**src/rtl/sap_pkg.sv**
```systemverilog
// Shared constants for the SAP control path: mode encodings and the
// default select width used by the decoders.
package sap_pkg;

  localparam logic MODE_DECODE = 1'b0;
  localparam logic MODE_RING   = 1'b1;

  localparam int SEL_W_DEFAULT = 4;

endpackage

```
**src/rtl/onehot_decoder.sv**
```systemverilog
// Combinational one-hot decoder with enable. Reusable wherever a binary
// index has to become a single select line (T-states, ROM address decode).
module onehot_decoder #(
  parameter  int SEL_W = 4,
  localparam int OUT_W = 2**SEL_W
) (
  input  logic [SEL_W-1:0] i_sel,
  input  logic             i_en,
  output logic [OUT_W-1:0] o_out
);

  // Drive exactly one line high when enabled, nothing otherwise.
  always_comb begin
    o_out = '0;
    if (i_en) begin
      o_out[i_sel] = 1'b1;
    end
  end

endmodule

```
**src/rtl/onehot_ring_decoder.sv**
```systemverilog
// Registered one-hot decoder with a built-in ring sequencer. DECODE mode
// registers an external select; RING mode steps its own index and wraps at
// a programmable terminal state, pulsing wrap on the cycle it returns to 0.
module onehot_ring_decoder
  import sap_pkg::*;
#(
  parameter  int SEL_W = SEL_W_DEFAULT,
  localparam int OUT_W = 2**SEL_W
) (
  input  logic             clk,
  input  logic             rst,
  input  logic             o_en,
  input  logic             mode,
  input  logic [SEL_W-1:0] sel,
  input  logic             load,
  input  logic             adv,
  input  logic [SEL_W-1:0] last,
  output logic [SEL_W-1:0] idx,
  output logic [OUT_W-1:0] out,
  output logic             wrap
);

  logic [SEL_W-1:0] r_idx;
  logic             r_wrap;
  logic [SEL_W-1:0] w_idxNext;
  logic             w_wrapNext;

  // Next-index mux: DECODE follows sel; RING gives load priority over adv.
  // The terminal compare uses >= so an index loaded past last still wraps,
  // and the wrap to zero is explicit rather than relying on overflow.
  always_comb begin
    w_idxNext  = r_idx;
    w_wrapNext = 1'b0;
    if (mode == MODE_DECODE) begin
      w_idxNext = sel;
    end else if (load) begin
      w_idxNext = sel;
    end else if (adv) begin
      if (r_idx >= last) begin
        w_idxNext  = '0;
        w_wrapNext = 1'b1;
      end else begin
        w_idxNext = r_idx + 1'b1;
      end
    end
  end

  // State register; reset overrides every other control input.
  always_ff @(posedge clk) begin
    if (rst) begin
      r_idx  <= '0;
      r_wrap <= 1'b0;
    end else begin
      r_idx  <= w_idxNext;
      r_wrap <= w_wrapNext;
    end
  end

  assign idx  = r_idx;
  assign wrap = r_wrap;

  onehot_decoder #(
    .SEL_W (SEL_W)
  ) u_decoder (
    .i_sel (r_idx),
    .i_en  (o_en),
    .o_out (out)
  );

endmodule
```
**config.mk**
```make
export PLATFORM = sky130hd
export DESIGN_NAME = onehot_ring_decoder
export DESIGN_NICKNAME = d
export VERILOG_FILES = /design/src/rtl/sap_pkg.sv /design/src/rtl/onehot_decoder.sv /design/src/rtl/onehot_ring_decoder.sv
export SDC_FILE = /design/constraint.sdc
export NUM_CORES = 1
export LEC_CHECK = 0
export BUFFER_PORTS_ARGS = -buffer_cell sky130_fd_sc_hd__buf_2
export CAP_MARGIN = 10
export CORE_MARGIN = 4
export CORE_UTILIZATION = 35
export CTS_CLUSTER_DIAMETER = 50
export DETAILED_ROUTE_END_ITERATION = 8
export PLACE_DENSITY = 0.7
export SYNTH_ARGS = -nofsm -noshare
export SYNTH_HDL_FRONTEND = slang
export SYNTH_SLANG_ARGS = --single-unit
```
**constraint.sdc**
```tcl
create_clock -name clk -period 4.42 [get_ports clk]
set_clock_uncertainty 0.05 [all_clocks]
set_input_delay 0.221 -clock clk [delete_from_list [all_inputs] [get_ports clk]]
set_output_delay 0.221 -clock clk [all_outputs]
set_load 0.03 [all_outputs]
```
# --- Word-level counts from Yosys, hierarchy flattened ---
# Cells that the tools add are included.
totals:
  regBits: 5
  inputBits: 14
  out_inout_bits: 21
  word_cells: 19
classes:
  n_addsub: 1
  order_cmp: 3
  n_eq_ne: 1
  mux: 8
  bitwise: 2
  n_reduce_logical: 2
op_table:
  columns: ["operator", "count"]
  rows:
  - ["$mux 16", 1]
  - ["$mux 4", 4]
  - ["$lt 4x5->1 const B", 1]
  - ["$add 4x1->4 const B", 1]
  - ["$demux 1 s4", 1]
  - ["$ge 4x1->1 const B", 1]
  - ["$ge 4x4->1", 1]
  - ["$reduce_or 4->1", 1]
  - ["$ne 3x1->1 const B", 1]
  - ["$mux 1", 2]
  - ["$not 1->1", 2]
  - ["$logic_and 1x1->1", 1]

# --- Longest topological paths before layout ---
# Gate-level depths: netlist of the first run.
depth:
  depth_word: 5
  ltp_mapped: 6
  depth_no_buf: 6

# --- Cells and area by module ---
# Synthesis of the first run repeated with hierarchy kept, for this count alone.
unflattened:
  cells_unflattened: 67
  area_unflattened_um2: 466.7
modules_own_cells:
  columns: ["mod", "instances", "cells_per_inst", "area_per_inst_um2", "seq_area_each_um2"]
  rows:
  - ["onehot_ring_decoder", 1, 44, 349.1, 100.1]
  - ["onehot_decoder", 1, 23, 117.6, 0.0]

# --- Worst setup path before layout of the first run ---
# OpenSTA, ideal clock, no wires.
synth_path:
  kind: "register to output"
  start: "reg r_idx[1], in the netlist idx[1]"
  end: "out out[3]"
  arrival_time_ns: 1.567
  required_time_ns: 4.149
  path_slack_ns: 2.582
  stages_incl_launch_ff: 4
  n_path_buf: 0
  cell_sequence: "dfxtp_1 > ha_1 > nand2_1 > nor3_1"
synth_between:
  elab_chain_len: 5
  elab_cells_between_ends: 6
  classes_between: "2 x order compare; 3 x mux; 1 x reduce/logical"
synth_rtl:
  columns: ["element", "line", "rtl"]
  rows:
  - ["start: declaration", "onehot_ring_decoder.sv:23", "logic [SEL_W-1:0] r_idx;"]
  - ["start signal: assignment", "onehot_ring_decoder.sv:54", "r_idx <= w_idxNext;"]
  - ["$lt 4x5->1 (not written as such) or $ge 4x1->1 (tied branches)", "onehot_decoder.sv:16", "o_out[i_sel] = 1'b1;"]
  - ["$logic_and 1x1->1 (not written as such)", "onehot_decoder.sv:16", null]
  - ["$mux 1 (not written as such)", "onehot_decoder.sv:16", null]
  - ["$demux 1 s4 *", null, null]
  - ["$mux 16 *", "onehot_decoder.sv:15", "if (i_en) begin"]
  - ["end: declaration", "onehot_ring_decoder.sv:19", "output logic [OUT_W-1:0] out,"]
# Every way passes the cells marked *; elsewhere a longest branch is shown, timed or not.

# --- Worst setup path after layout of the first run ---
layout_path:
  start: "reg r_idx[0], in the netlist idx[0]"
  end: "reg r_idx[1], in the netlist idx[1]"
layout_between:
  elab_chain_len: 5
  elab_cells_between_ends: 6
  classes_between: "1 x add/sub; 1 x order compare; 4 x mux"
layout_rtl:
  columns: ["element", "line", "rtl"]
  rows:
  - ["$add 4x1->4 or $ge 4x4->1 (tied branches)", "onehot_ring_decoder.sv:43, onehot_ring_decoder.sv:39", null]
  - ["$mux 4 *", "onehot_ring_decoder.sv:39", "if (r_idx >= last) begin"]
  - ["$mux 4 *", "onehot_ring_decoder.sv:38", "end else if (adv) begin"]
  - ["$mux 4 *", "onehot_ring_decoder.sv:36", "end else if (load) begin"]
  - ["$mux 4 *", "onehot_ring_decoder.sv:34", "if (mode == MODE_DECODE) begin"]
# Every way passes the cells marked *; elsewhere a longest branch is shown, timed or not. The select of a mux whose other input is x is not followed.
# A chain may end at the register's enable or synchronous reset.

==> summary.md, run 1 <==
| Metric | Value |
|---|---|
| Status | `complete, no violations` |
| Filler cell count in the final layout | `122` |
| Max Clk Rate | `580.9 MHz` |
| Initial core utilization | `0.3750` |
| Post-Synth Adder-Cell Area | `0.2051` |
| Delay-heaviest family, CP | `simple AND/OR/NAND/NOR gates` |
| Area growth, synth to finish | `41.03%` |
| Yosys warnings | `0` |
| Sequential area share after synthesis | `0.2051` |
| Sw Ratio | `0.3765` |
| Hpwl dp | `1087 um` |
| Std cell rows | `13` |
| Via density | `4.877` |
| Share of total power in sequential cells | `0.333` |
| WP data required | `4540 ps` |
| Routed via count | `595` |
| Die ar. | `2056 um^2` |
| Leak Pwr | `0.3796 nW` |
| Hold Path Class | `primary input to flip-flop` |
| NetSw | `0.06134 mW` |
| Cts bufs inserted | `3` |
| Clock transition at the registers of the reported paths | `around 50 ps` |
| Int Pwr | `0.1016 mW` |
| Crit path kind | `flip-flop to flip-flop` |
| Final worst path period share | `0.3895` |
| RSZ-0062 raised after global routing | `no` |
| Power Dens Cells | `236.7 nW/um^2` |
| Pins Over Slew Limit | `0` |
| Clk network pwr share | `0.339` |
| Setup-failing EPs final | `0` |
| Post-CTS setup buffer count | `0` |
| Buffers plus inverters on the worst setup path | `1` |
| Compound-Gate Fraction of Synth Area | `0.1795` |
| CP Max Fanout | `5` |
| Core footprint | `1301 um^2` |
| Avg Cell Area, Syn | `between 6 and 7 um^2` |
| Mapped Nets | `94` |
| Relative max-transition margin | `0.6861` |
| Worst vdd ir | `0.1375 mV` |
| # hold bufs at CTS | `0` |
| Crit-path slowest cell | `dfxtp_1` |
| Clk_lat worst skew | `between 200 and 300 ps` |
| Xor/xnor share of the synthesized area | `0.03590` |
| GRT overflow | `0` |
| Layout cells sized above 1 | `0.3551` |
| Routed Antenna Nets | `0` |
| Vias in the first global route | `519` |
| Cell Area, Synth | `488.0 um^2` |
| Largest family of logic cells by synthesized area | `simple AND/OR/NAND/NOR gates` |
| Share of the synthesized area in the top cell type | `0.2051` |
| Worst-margin pin slew | `470.0 ps` |
| # resized after CTS | `0` |
| Routed WL | `1330 um` |
| Post-synth top flop | `dfxtp_1` |
| Global-route wire length before repair | `2201 um` |
| Max-capacitance violation count | `0` |
| Synth unique cells | `18` |
| Die X | `roughly 45 um` |
| # placed instances | `118` |
| Initial DRC Count | `19` |
| Largest net degree at the start of global routing | `12` |
| Post-synthesis mux area share | `0` |
| H-tree depth | `1` |
| Fraction of registers with async set/reset | `0` |
| CP Cell Sequence | `inv_1 -> ha_1 -> or3b_1 -> o2111ai_2 -> nand3_1 -> a21oi_1` |
| Sink Count | `5` |
| Final routed DRC violation total | `0` |
| DR pass1 iterations | `4` |
| Initial antenna violation count | `0` |
| Io pins | `35` |
| Post-route insts no fill | `122` |
| Hold Violations, Final | `0` |
| Gp weighted congestion | `0.8210` |
| Post-DR wirelength/cell | `between 10 and 15 um` |
| CTS tree | `yes` |
| Simple-Gate Fraction of Synth Area | `0.2897` |
| Crit path capture type | `flip-flop` |
| ANT cells | `0` |
| Arr. time, crit path | `roughly 1800 ps` |
| Kind of launch point of the worst setup path | `flip-flop` |
| Synth Register Bits | `5` |
| Total GRT Usage | `0.1520` |
| Post-Syn Instances | `slightly above 70` |
| Area contributors post-synth | `dfxtp_1 21%, ha_1 21%, nor2_1 9.2%, o21ai_0 8.2%, nand2_1 6.2%` |
| Die span in y | `~45 um` |
| Comb pwr share | `0.328` |
| Area leader, netlist | `dfxtp_1` |
| Nets@finish | `130` |
| Peak per-stage delay on the critical path | `390 ps` |
| I/O Buffers | `34` |
| Number of synthesized flops with an enable pin | `0` |
| Setup TNS Final | `0 ps` |
| Final Critical Period | `1722 ps` |
| CTS root buf | `clkbuf_4` |
| Clk buf depth | `2` |
## Yosys cell counts (all sizes together) (2+ instances only)
master and n:
a21oi 5, buf 2, dfxtp 5, ha 8
inv 7, nand2 8, nand3 5, nor2 12
nor3 4, o21ai 8
## registers in the layout (all words and copies together) (netlist names)
signal / flops
wrap: 1
idx: 4
## worst paths after layout
path	startpoint	to	slack [ps]	depth (start not counted)
worst max-delay path	idx[0]	idx[1]	2700	6
worst min-delay path	rst	idx[2]	140	2
worst max register to register	idx[0]	idx[1]	2700	6
worst min register to register	idx[0]	idx[0]	670	3
## stage by stage
step	worst slack, ps	power [mW]	instance area (um^2)	hold WS [ps]	util
after global placement	2759	0.1085	661.9	394.6	0.5087
after global routing	2536	0.1792	688.2	141.7	0.5288
after CTS	2700	0.1655	688.2	128.1	0.5288
after floorplan	2582	0.09131	488.0	240.1	-
final	2698	0.1629	688.2	143.3	0.5288
after detailed placement	2721	0.1084	661.9	396.9	0.5087
## power groups by stage
| stage | combinational, mW | clock [mW] | sequential [mW] |
|---|---|---|---|
| final | 0.0534 | 0.0552 | 0.0543 |
| after global routing | 0.0606 | 0.0634 | 0.0552 |
| after CTS | 0.0537 | 0.0575 | 0.0543 |
| after detailed placement | 0.0533 | 0 | 0.0552 |
| after global placement | 0.0535 | 0 | 0.0551 |
| after floorplan | 0.0336 | 0 | 0.0577 |
## placed cells by master (no fill, tap or decap), types with 3 or more instances in the layout
cell type | netlist | routed
o21ai_0 | 8 | 8
nor3_1 | 4 | 4
nand2_1 | 8 | 8
a21oi_1 | 5 | 5
buf_2 | 2 | 34
nand3_1 | 5 | 5
clkbuf_4 | 0 | 3
ha_1 | 8 | 8
inv_1 | 7 | 7
nor2_1 | 12 | 12
dfxtp_1 | 5 | 5
## layout make-up
cell class,count,area (um^2),share of cell area
multi-input cells,57,346.6,0.5036
repair buffers,34,170.2,0.2473
flip-flops and latches,5,100.1,0.1455
clock buffers,4,26.28,0.03818
inverters,7,26.28,0.03818
well taps,15,18.77,0.02727
## layer usage
layer,up-vias,share of wire,GRT usage
met5,-,0,0
met4,0,0.027,0.1287
met3,4,0.11,0.04781
met2,27,0.42,0.1864
met1,249,0.44,0.2076
li1,315,-,-
## cell families after synthesis
family / after synthesis
AND/OR/NAND/NOR: 32
AO/OA/AOI/OAI: 15
buffers and inverters: 10
adder cells (fa/ha/maj): 8
flip-flops: 5
XOR/XNOR: 2
(Power assumes the default switching activity.)
==> run 2, diff against run 1 <==
ABC_AREA = 1   (was not set)
PLACE_DENSITY = 0.68   (was 0.7)
clock period = 1.6 ns   (was 4.42 ns; I/O delays follow)
==> run 2 against run 1 <==
Effect of this change:
- non-clock buffer count up 3
- worst hold slack worse by 68 ps
- die area up 12%
- sequential share of layout area down 1.9 points
- flip-flop and latch count unchanged
- critical path depth down 1
- global-route usage down 0.40 points
- setup slack worse by 2600 ps
- design area up 17%
- register-to-register slack worse by 2500 ps
- count of clock-buffer cells in the layout unchanged
- synthesized area up 15%
- largest cell class unchanged
==> summary.md, run 2 <==
| Metric | Value |
|---|---|
| Status | `complete, no violations` |
| Arr. time, crit path | `1360 ps (-480 ps)` |
| Io pins | `35 (unchanged)` |
| Global-route wire length before repair | `2332 um (+6.0%)` |
| Post-Syn Instances | `95 (+32%)` |
| Area contributors post-synth | `dfxtp_1 18%, ha_1 18%, nor2_1 17%, nand2_1 14%, inv_1 9.4%` |
| # placed instances | `147 (+25%)` |
| I/O Buffers | `34 (unchanged)` |
| Nets@finish | `159 (+22%)` |
| Clock transition at the registers of the reported paths | `50 ps (about the same)` |
| Tot Pwr | `0.4738 mW (+190%)` |
| Worst vdd ir | `0.5276 mV (+280%)` |
| Crit path capture type | `output port` |
| Max-capacitance violation count | `0 (unchanged)` |
| Post-route insts no fill | `152 (+25%)` |
| Final Worst Setup Slack | `110.1 ps (-2588 ps)` |
| Final Critical Period | `1490 ps` |
| Most frequent cells in the layout | `34 x buf_2, 25 x nor2_1, 21 x nand2_1` |
| NetSw | `0.1819 mW (+200%)` |
| Relative max-transition margin | `0.8332 (+0.1472)` |
| Final worst path period share | `0.9312` |
| Worst-margin pin slew | `249.8 ps (-220.1 ps)` |
| Gp weighted congestion | `0.8135 (-0.91%)` |
| Clk buf depth | `2 (unchanged)` |
| Max Clk Rate | `671.2 MHz` |
| Sink Count | `5 (unchanged)` |
| Cts bufs inserted | `3 (unchanged)` |
| Area leader, netlist | `dfxtp_1` |
| Simple-Gate Fraction of Synth Area | `0.4340 (+0.1443)` |
| Std cell rows | `14 (+1)` |
| Yosys warnings | `0 (unchanged)` |
| CTS tree | `yes` |
| Synth Register Bits | `5 (unchanged)` |
| Synth unique cells | `15 (-3)` |
| Sequential area share after synthesis | `0.1790 (-0.02616)` |
| Initial core utilization | `0.3713 (-0.003738)` |
| Hpwl dp | `1319 um (+21%)` |
| Post-CTS setup buffer count | `0 (unchanged)` |
| Xor/xnor share of the synthesized area | `0.01566 (-0.02024)` |
| Hold Path Class | `primary input to flip-flop` |
| Dpl cell area | `764.5 um^2 (+16%)` |
| Share of total power in sequential cells | `0.299 (-0.034)` |
| Cell Area, Synth | `559.3 um^2 (+15%)` |
| Post-DR wirelength/cell | `10.44 um (-4.2%)` |
| GRT overflow | `0 (unchanged)` |
| Int Pwr | `0.2919 mW (+190%)` |
| Mapped Nets | `117 (+24%)` |
| Largest net degree at the start of global routing | `8 (-4)` |
| Routed via count | `690 (+16%)` |
| RSZ-0062 raised after global routing | `no` |
| Top-count cell post-synth | `nor2_1` |
| Die ar. | `2302 um^2 (+12%)` |
| Avg Cell Area, Syn | `5.887 um^2 (-13%)` |
| CP Max Fanout | `6 (+1)` |
| Final routed DRC violation total | `0 (unchanged)` |
| Clk_lat worst skew | `250 ps (about the same)` |
| Hold Violations, Final | `0 (unchanged)` |
| DR pass1 iterations | `4 (unchanged)` |
| Initial DRC Count | `13 (-6)` |
| Commonest non-fill, non-tap cell in the layout | `buf_2` |
| Sw Ratio | `0.3840 (+0.007491)` |
| Pins Over Slew Limit | `0 (unchanged)` |
| Setup TNS Final | `0 ps (unchanged)` |
| ANT cells | `0 (unchanged)` |
| Kind of launch point of the worst setup path | `flip-flop` |
| Crit path kind | `flip-flop to output port` |
| WP data required | `1470 ps (-3070 ps)` |
| Setup-failing EPs final | `0 (unchanged)` |
| Layout cells sized above 1 | `0.3382 (-0.01690)` |
| Initial antenna violation count | `0 (unchanged)` |
| Comb pwr share | `0.379 (+0.051)` |
| Pre-CTS WS | `148.4 ps (-2573 ps)` |
| Largest register FFs | `4 (unchanged)` |
| Largest family of logic cells by synthesized area | `simple AND/OR/NAND/NOR gates` |
| Via density | `4.539 (-6.9%)` |
| H-tree depth | `1 (unchanged)` |
| Leak Pwr | `0.4796 nW (+26%)` |
| Share of the synthesized area in the top cell type | `0.1790 (-0.02616)` |
| Routed WL | `1587 um (+19%)` |
| Area growth, synth to finish | `43.40%` |
| Core footprint | `1506 um^2 (+16%)` |
| Fraction of registers with async set/reset | `0 (unchanged)` |
| Compound-Gate Fraction of Synth Area | `0.09172 (-0.08776)` |
| Post-Synth Adder-Cell Area | `0.1790 (-0.02616)` |
| Post-synth top flop | `dfxtp_1` |
| Total GRT Usage | `0.1480 (-0.003996)` |
| Post-synth top cells | `25 x nor2_1, 21 x nand2_1, 14 x inv_1, 8 x ha_1, 6 x a21oi_1` |
| CTS root buf | `clkbuf_4` |
| Routed Antenna Nets | `0 (unchanged)` |
| Number of synthesized flops with an enable pin | `0 (unchanged)` |
| Post-synthesis mux area share | `0 (unchanged)` |
| Power Dens Cells | `590.8 nW/um^2 (+150%)` |
| Clk network pwr share | `0.323 (-0.016)` |
| Post-route cell area | `802.0 um^2 (+17%)` |
| Die span in y | `47.98 um (+5.8%)` |
| Die X | `47.98 um (+5.8%)` |
| Vias in the first global route | `578 (+11%)` |
==> run 2: cell count changes after synthesis, sizes merged, moves of 2 or more <==
cell   delta
nand4     +2
a21oi     +2
buf       -2
nand2    +15
o21ai     -7
inv       +8
nor2     +15
nor3      -4
==> run 2: routing by layer <==
layer	part of all wire	global-route usage
met1	0.41	0.1722
met2	0.48	0.2480
met3	0.099	0.04511
met4	0.011	0.06452
met5	0	0
==> run 2: repair_timing <==
item	in CTS	in global routing
hold endpoints to repair	2	0
setup endpoints to repair	0	1
hold buffers	1	0
gates resized for setup	0	1
==> run 2: power groups by stage <==
stage          sequential (mW)  clock [mW]  combinational, mW
3_3_place_gp             0.143           0              0.177
2_1_floorplan            0.159           0              0.102
4_1_cts                  0.141       0.154              0.181
3_5_place_dp             0.143           0              0.178
5_1_grt                  0.142       0.170              0.201
6_report                 0.142       0.153              0.179
==> run 2: worst paths after layout <==
path	slack, ps	from	cells past startpoint	to
max	110	idx[0]	5	out[3]
min	80	sel[1]	3	idx[1]
max reg2reg	160	idx[3]	6	idx[3]
min reg2reg	650	idx[0]	4	idx[0]
==> run 2: area by class of cell <==
class                   instances  area (um^2)
well taps                      16        20.02
repair buffers                 37        195.2
fillers                       156        704.4
flip-flops and latches          5        101.3
multi-input cells              75        402.9
clock buffers                   4        26.28
inverters                      15        56.30
==> run 2: stage by stage <==
step                hold WS, ps  utilization
global route              89.96       0.5324
finish                    75.01       0.5324
CTS                       80.64       0.5316
detailed placement        257.8       0.5075
floorplan                 99.07            -
global placement          254.2       0.5075
==> run 2: worst max-delay path: stages (launching register included) <==
cell and delay (ps):
dfxtp_1 330, buf_4 140, ha_1 190, nand2_1 120
nor2_1 120, buf_2 200
==> run 2: logic make-up (layout without fill, tap and decap cells) <==
| kind of cell | count (synthesis) | in the layout |
|---|---|---|
| xor gates and xnor gates | 1 | 1 |
| adders and majority gates | 8 | 8 |
| and+or+nand+nor | 58 | 58 |
| DFF | 5 | 5 |
| AOI/OAI and AO/OA | 8 | 8 |
| buffers and inverters | 15 | 56 |
==> run 3, diff against run 2 <==
MAX_ROUTING_LAYER = met4   (was not set)
==> run 3 against run 2 <==
Effect of this change:
- combinational power about the same
- final cell count unchanged
- register-to-register slack about the same
- die area is the same
- sequential share of layout area unchanged
- setup slack barely moved
- routed wire length down 0.13%
- critical path type unchanged
- largest cell class unchanged
- highest routed layer unchanged
==> summary.md, run 3 (synthesis gave the netlist of run 2 again) <==
| Metric | Value |
|---|---|
| Status | `complete, no violations` |
| Initial DRC Count | `13 (unchanged)` |
| Initial core utilization | `0.3713 (unchanged)` |
| Die ar. | `2302 um^2 (unchanged)` |
| Crit path kind | `flip-flop to output port` |
| Kind of launch point of the worst setup path | `flip-flop` |
| Setup-failing EPs final | `0 (unchanged)` |
| Clk buf depth | `2 (unchanged)` |
| Post-DR wirelength/cell | `10.43 um (-0.13%)` |
| Leak Pwr | `0.4796 nW (unchanged)` |
| GRT overflow | `0 (unchanged)` |
| Power Dens Cells | `591.0 nW/um^2 (about the same)` |
| Peak per-stage delay on the critical path | `330 ps (about the same)` |
| CP Max Fanout | `6 (unchanged)` |
| Final worst path period share | `0.9314 (about the same)` |
| CP Cell Sequence | `buf_4 -> ha_1 -> nand2_1 -> nor2_1 -> buf_2` |
| Filler cell count in the final layout | `156 (unchanged)` |
| Core footprint | `1506 um^2 (unchanged)` |
| Die span in y | `47.98 um (unchanged)` |
| Worst-margin pin slew | `249.8 ps (unchanged)` |
| Commonest non-fill, non-tap cell in the layout | `buf_2` |
| Delay-heaviest family, CP | `buffers and inverters` |
| ANT cells | `0 (unchanged)` |
| Global-route wire length before repair | `2339 um (+0.30%)` |
| Buffers plus inverters on the worst setup path | `2 (unchanged)` |
| Largest net degree at the start of global routing | `8 (unchanged)` |
| Std cell rows | `14 (unchanged)` |
| Final routed DRC violation total | `0 (unchanged)` |
| WP data required | `1470 ps (about the same)` |
| Worst r2r src | `idx[3]` |
| Crit path capture type | `output port` |
| CTS tree | `yes` |
| Final Worst Setup Slack | `109.7 ps (-0.3520 ps)` |
| DR pass1 iterations | `4 (unchanged)` |
| CTS root buf | `clkbuf_4` |
| Hold endpoint | `idx[1]` |
| R2R setup slack | `160 ps (about the same)` |
| Worst vdd ir | `0.5283 mV (+0.14%)` |
| Setup TNS Final | `0 ps (unchanged)` |
| Max Clk Rate | `671.0 MHz (about the same)` |
| Nets@finish | `159 (unchanged)` |
| Sink Count | `5 (unchanged)` |
| Worst hold stages | `3 (unchanged)` |
| Crit-path slowest cell | `dfxtp_1` |
| Cts bufs inserted | `3 (unchanged)` |
| Pins Over Slew Limit | `0 (unchanged)` |
| Hold_sp | `sel[1]` |
| Clock transition at the registers of the reported paths | `50 ps (about the same)` |
| Total GRT Usage | `0.1526 (+0.004612)` |
| Post-CTS setup buffer count | `0 (unchanged)` |
| Relative max-transition margin | `0.8332 (unchanged)` |
| Via density | `4.533 (-0.14%)` |
| Area growth, synth to finish | `43.40% (unchanged)` |
| Clk_lat worst skew | `250 ps (about the same)` |
| RR Endpoint | `idx[3]` |
| Initial antenna violation count | `0 (unchanged)` |
| Most frequent cells in the layout | `34 x buf_2, 25 x nor2_1, 21 x nand2_1` |
| Hold Path Class | `primary input to flip-flop` |
| Worst r2r path cells | `6 (unchanged)` |
| Pre-CTS WS | `148.4 ps (unchanged)` |
| Io pins | `35 (unchanged)` |
| Arr. time, crit path | `1360 ps (about the same)` |
| Hpwl dp | `1319 um (unchanged)` |
| H-tree depth | `1 (unchanged)` |
| Layout cells sized above 1 | `0.3382 (unchanged)` |
| Gp weighted congestion | `0.8255 (+1.5%)` |
| I/O Buffers | `34 (unchanged)` |
| Final Critical Period | `1490 ps (+0.3520 ps)` |
| Vias in the first global route | `578 (unchanged)` |
| Routed WL | `1585 um (-0.13%)` |
| RSZ-0062 raised after global routing | `no` |
| Max-capacitance violation count | `0 (unchanged)` |
| Hold Violations, Final | `0 (unchanged)` |
| Routed Antenna Nets | `0 (unchanged)` |
| Largest register FFs | `4 (unchanged)` |
| Routed via count | `689 (-0.14%)` |
| Die X | `47.98 um (unchanged)` |
==> run 3: cell counts in the layout (fill, tap and decap cells not counted) <==
No cell type changed its count.
==> run 3: metal layers <==
layer | track usage | vias to the layer above | wire length, um
li1 | - | 376 | -
met1 | 0.1722 | 279 | 650
met2 | 0.2480 | 32 | 763
met3 | 0.04511 | 2 | 155
met4 | 0.06452 | 0 | 17
met5 | - | - | 0
==> run 3: final cells by class <==
type                            count  area, um^2  share of cell area
Tap cell                           16       20.02             0.02496
Timing Repair Buffer               37       195.2              0.2434
Clock buffer                        4       26.28             0.03276
Multi-Input combinational cell     75       402.9              0.5023
Sequential cell                     5       101.3              0.1264
Inverter                           15       56.30             0.07020
==> run 3: how the worst max path moves through the flow <==
| stage | start | end | slack, ps | depth (start not counted) |
|---|---|---|---|---|
| after detailed placement | idx[3] | idx[3] | 150 | 6 |
| final | idx[0] | out[3] | 110 | 5 |
| after CTS | idx[1] | out[3] | 90 | 4 |
| after global routing | idx[3] | idx[3] | 7 | 6 |
| after floorplan | idx[0] | idx[1] | 30 | 9 |
| after global placement | idx[3] | idx[3] | 180 | 6 |
==> run 3: tightest hold or removal path: cells and delay by family <==
kind,cells,cell delay (ps)
buf+inv,1,70
compound gates,2,190
==> run 3: stage by stage <==
stage	cell area, um^2	hold slack (ps)	total power, mW	utilization	cells
2_1_floorplan	559.3	99.07	0.2612	-	95
3_3_place_gp	764.5	254.2	0.3195	0.5075	147
3_5_place_dp	764.5	257.8	0.3214	0.5075	147
4_1_cts	800.8	80.64	0.4759	0.5316	152
5_1_grt	802.0	89.96	0.5138	0.5324	152
6_report	802.0	74.66	0.4740	0.5324	152
==> run 3: what timing repair did <==
action,in CTS,in global routing
hold buffers,1,0
setup endpoints to repair,0,1
gates resized for setup,0,1
endpoints found under the hold margin,2,0
==> run 3: power by group <==
group	switching (mW)	internal (mW)	total, mW
combinational	0.115	0.0644	0.179
clock	0.0584	0.0947	0.153
sequential	0.00875	0.133	0.142
